### config.mk
export PLATFORM = sky130hd
export DESIGN_NAME = booth_seq_ctrl
export DESIGN_NICKNAME = d
export VERILOG_FILES = /design/src/rtl/booth_seq_ctrl.sv
export SDC_FILE = /design/constraint.sdc
export NUM_CORES = 1
export LEC_CHECK = 0
export CORE_AREA = 10 10 47 49
export DETAILED_ROUTE_END_ITERATION = 6
export DIE_AREA = 0 0 57 59
export GPL_TIMING_DRIVEN = 0
export SLEW_MARGIN = 20
export SYNTH_ARGS = -nofsm -noshare
export SYNTH_HDL_FRONTEND = slang
export SYNTH_SLANG_ARGS = --single-unit
### constraint.sdc
create_clock -name clk -period 3.1 [get_ports clk]
set_input_delay 0.31 -clock clk [delete_from_list [all_inputs] [get_ports clk]]
set_output_delay 0.31 -clock clk [all_outputs]
set_load 0.01 [all_outputs]
### src/rtl/booth_seq_ctrl.sv
// Control unit for a sequential radix-2 Booth multiplier: accepts a request,
// steps the datapath through WIDTH eval/shift iterations and hands off the product.
module booth_seq_ctrl #(
  parameter int WIDTH = 16,
  parameter int CNT_W = 4
) (
  input  logic             clk,
  input  logic             reset,
  input  logic             start_valid,
  output logic             start_ready,
  input  logic             q_lsb,
  input  logic             q_m1,
  output logic             load,
  output logic             add,
  output logic             sub,
  output logic             shift,
  output logic [CNT_W-1:0] count,
  output logic             busy,
  output logic             res_valid,
  input  logic             res_ready,
  output logic [2:0]       state_dbg
);

  // Handshakes: a transfer happens on a rising clk edge where valid and ready
  // are both high; valid holds its value until that edge, ready may be
  // asserted independently and is never derived from valid.

  typedef enum logic [2:0] {
    IDLE  = 3'd0,
    LOAD  = 3'd1,
    EVAL  = 3'd2,
    SHIFT = 3'd3,
    DONE  = 3'd4
  } state_t;

  localparam logic [CNT_W-1:0] LAST = CNT_W'(WIDTH - 1);

  state_t           state, state_nx;
  logic [CNT_W-1:0] count_nx;

  always_ff @(posedge clk) begin
    if (reset) begin
      state <= IDLE;
      count <= '0;
    end else begin
      state <= state_nx;
      count <= count_nx;
    end
  end

  always_comb begin
    state_nx    = state;
    count_nx    = count;
    start_ready = 1'b0;
    load        = 1'b0;
    add         = 1'b0;
    sub         = 1'b0;
    shift       = 1'b0;
    res_valid   = 1'b0;
    case (state)
      IDLE: begin
        start_ready = 1'b1;
        if (start_valid) state_nx = LOAD;
      end
      LOAD: begin
        load     = 1'b1;
        count_nx = '0;
        state_nx = EVAL;
      end
      EVAL: begin
        // Booth recoding of the bit pair {Q[0],Q[-1]}: 10 subtracts, 01 adds.
        sub      = q_lsb & ~q_m1;
        add      = ~q_lsb & q_m1;
        state_nx = SHIFT;
      end
      SHIFT: begin
        shift = 1'b1;
        if (count == LAST) begin
          count_nx = '0;
          state_nx = DONE;
        end else begin
          count_nx = count + 1'b1;
          state_nx = EVAL;
        end
      end
      DONE: begin
        res_valid = 1'b1;
        if (res_ready) state_nx = IDLE;
      end
      default: begin
        state_nx = IDLE;
        count_nx = '0;
      end
    endcase
  end

  assign busy      = (state != IDLE);
  assign state_dbg = state;

endmodule
==> flow_summary.ini <==
[cts]
clk_latency_ns = 0.25
clk_path_buf_depth = 2
hold_buffers = 0
cts_resized = 0
cts_sinks = 7
cts_root_buffer = clkbuf_4
cts_buffers = 3
htreeDepth = 1
post_cts_buffers = 0
cts_tree = built
cts.reportedPaths.clkPinSlew_ns = 0.06

[critical_path]
cpPeakStageDelay_ns = 0.53
crit_start = state_dbg[2]
crit_chain = or3_2 -> inv_1 -> clkdlybuf4s50_1
crit_buf_inv = 2
worstSetupStartpointType = flip-flop
crit_cells = 3
path_class = reg2out
r2r_cells = 5
endpoint_kind = output pin
worstPathRequired_ns = 2.79
arrival_ns = 1.71
rr_startpoint = count[0]
crit_fanout = 8
slowest_stage = clkdlybuf4s50_1
cpLargestDelayFamily = buffers and inverters

[grt]
gr-max-usage-layer = met2
grt_overflow = 0
use_met3_pct = 5.36
grt_pass1_wl_um = 1770
grt_max_degree = 10
gr-usage-met1_pct = 7.10
grtUsageTotal_pct = 6.56
use_met2_pct = 8.06
antenna_found_initial = 0
grt_pass1_vias = 375

[sta]
fmax_ghz = 0.496
rsz0062_at_grt = false
relSlewSlack_pct = 79.3
min_period_ns = 2.02
finalMaxSlewViolations = 0
setup-tns-final_ns = 0
setup_viol_count_final = 0
tightestPinTransition_ns = 0.311
period_share_pct = 65.0
clock_skew_ns = 0.00197
hold_slack_ns = 0.535
hold_viol = 0

[detailed_routing]
drt_iter0_drc = 5
num_vias = 379
routed_wl_um = 1010
wl_per_cell_um = 12.3
dr.pass1.iters = 4
routed_via_density = 4.62
ant_nets = 0
drcViolationCount = 0

[floorplan]
core-area_um2 = 1400
pin_count = 20
start_util_pct = 25.4
die-area_um2 = 3360
die_x_um = 57
die_h_um = 59
fp-row-count = 14

[cells_and_area]
drive_above_1_share_pct = 10.6
nNetsFinal = 74
num_antenna_cells = 0
fin_cells = 82
fin_area_um2 = 592
fillCellCount = 159
fin_util_pct = 42.2
area_growth_pct = 66.5

[placed_design]
place_congestion = 0.628
place_hpwl_um = 791
dp_cells = 78
portBuffers = 19
placed_cell_area_um2 = 566

[power]
powerDensity_nw_per_um2 = 376
peakVddDrop_mv = 0.217
leakage_uw = 0.000216

[synthesis]
syn-instance-count = 43
synth_cell_types = 22
ys_warn_count = 0
ys_seq_area_share_pct = 39.4
avgSynthCellArea_um2 = 8.26
ys_ff_latch = 7
synth_area_um2 = 355
syn-num-nets = 50

[hold_path]
hold_class = reg2reg
worstHoldStart = count[2]
whs_path_depth = 2

[flow_run]
drv_cap = 0

[status]
outcome = complete, no violations
## worst min-delay path, cell delays in order (launching register included)
cell and delay, ns:
dfxtp_1 0.34, o21ai_0 0.08, a21oi_1 0.06
## logic make-up (layout without fill, tap and decap cells)
logic type      after synthesis  after routing  synth area share, %
simple gates                 24             24                 39.8
fa+ha+maj                     1              1                 3.52
mux                           1              1                 2.82
buf+inv                       2             25                 2.11
flops                         7              7                 39.4
compound gates                8              8                 12.3
## state kept, by name, indices dropped and copies added, names as in the netlist
signal / cells
count: 4
state_dbg: 3
## cell usage after synthesis
| cell | count | area (um^2) |
|---|---|---|
| nand2b_1 | 1 | 6.26 |
| nand3b_2 | 1 | 11.3 |
| or3_1 | 1 | 6.26 |
| nor3b_1 | 3 | 22.5 |
| and2_1 | 1 | 6.26 |
| a31oi_1 | 1 | 6.26 |
| a22oi_1 | 1 | 7.51 |
| or3_2 | 1 | 7.51 |
| nor2_1 | 7 | 26.3 |
| nand3b_1 | 1 | 7.51 |
| dfxtp_1 | 7 | 140 |
| nand2_1 | 2 | 7.51 |
| and2_2 | 1 | 7.51 |
| and2b_4 | 1 | 10.0 |
| or2_0 | 1 | 6.26 |
| o21ai_0 | 2 | 10.0 |
| nor4_1 | 1 | 6.26 |
| nand3_1 | 2 | 10.0 |
| inv_1 | 2 | 7.51 |
| ha_1 | 1 | 12.5 |
| a21oi_1 | 4 | 20.0 |
| mux2i_1 | 1 | 10.0 |
## report_power, final
group	switching [uW]	leakage, uW	internal [uW]	total (uW)
sequential	4.95	0.0000569	92.7	97.6
combinational	16.0	0.000144	24.8	40.8
clock	35.1	0.0000150	49.2	84.3
total	56.0	0.000216	167	223
## cells in the final DEF (no fill, tap or decap), types with 2 or more instances in the layout
cell	Yosys	routed
inv_1	2	2
o21ai_0	2	2
nand2_1	2	2
clkbuf_4	0	3
a21oi_1	4	4
clkdlybuf4s50_1	0	19
nand3_1	2	2
dfxtp_1	7	7
nor2_1	7	7
nor3b_1	3	3
## cell type report
| cell class | instances | area [um^2] | share of cell area (%) |
|---|---|---|---|
| Tap cell | 16 | 20.0 | 3.38 |
| Sequential cell | 7 | 140 | 23.7 |
| Multi-Input combinational cell | 34 | 208 | 35.1 |
| Timing Repair Buffer | 19 | 190 | 32.1 |
| Clock buffer | 4 | 26.3 | 4.44 |
| Inverter | 2 | 7.51 | 1.27 |
## metal layers
metal / wire length [um] / share of wire (%) / vias up
met2: 381 / 38 / 17
met4: 6 / 0.59 / 0
met1: 461 / 46 / 163
met5: 0 / 0 / -
li1: - / - / 197
met3: 162 / 16 / 2
## final timing paths
| path | endpoint | slack, ns |
|---|---|---|
| worst max-delay path | start_ready | 1.08 |
| worst min-delay path | count[2] | 0.53 |
| worst max register to register | count[3] | 1.84 |
| worst min register to register | count[2] | 0.53 |
## through the flow
| step | setup WS [ns] | total power, uW |
|---|---|---|
| finish | 1.08 | 223 |
| global route | 0.991 | 235 |
| CTS | 1.07 | 226 |
| detailed placement | 1.25 | 141 |
| global placement | 1.27 | 141 |
| floorplan | 1.78 | 115 |
Power figures use the tool's default switching activity.
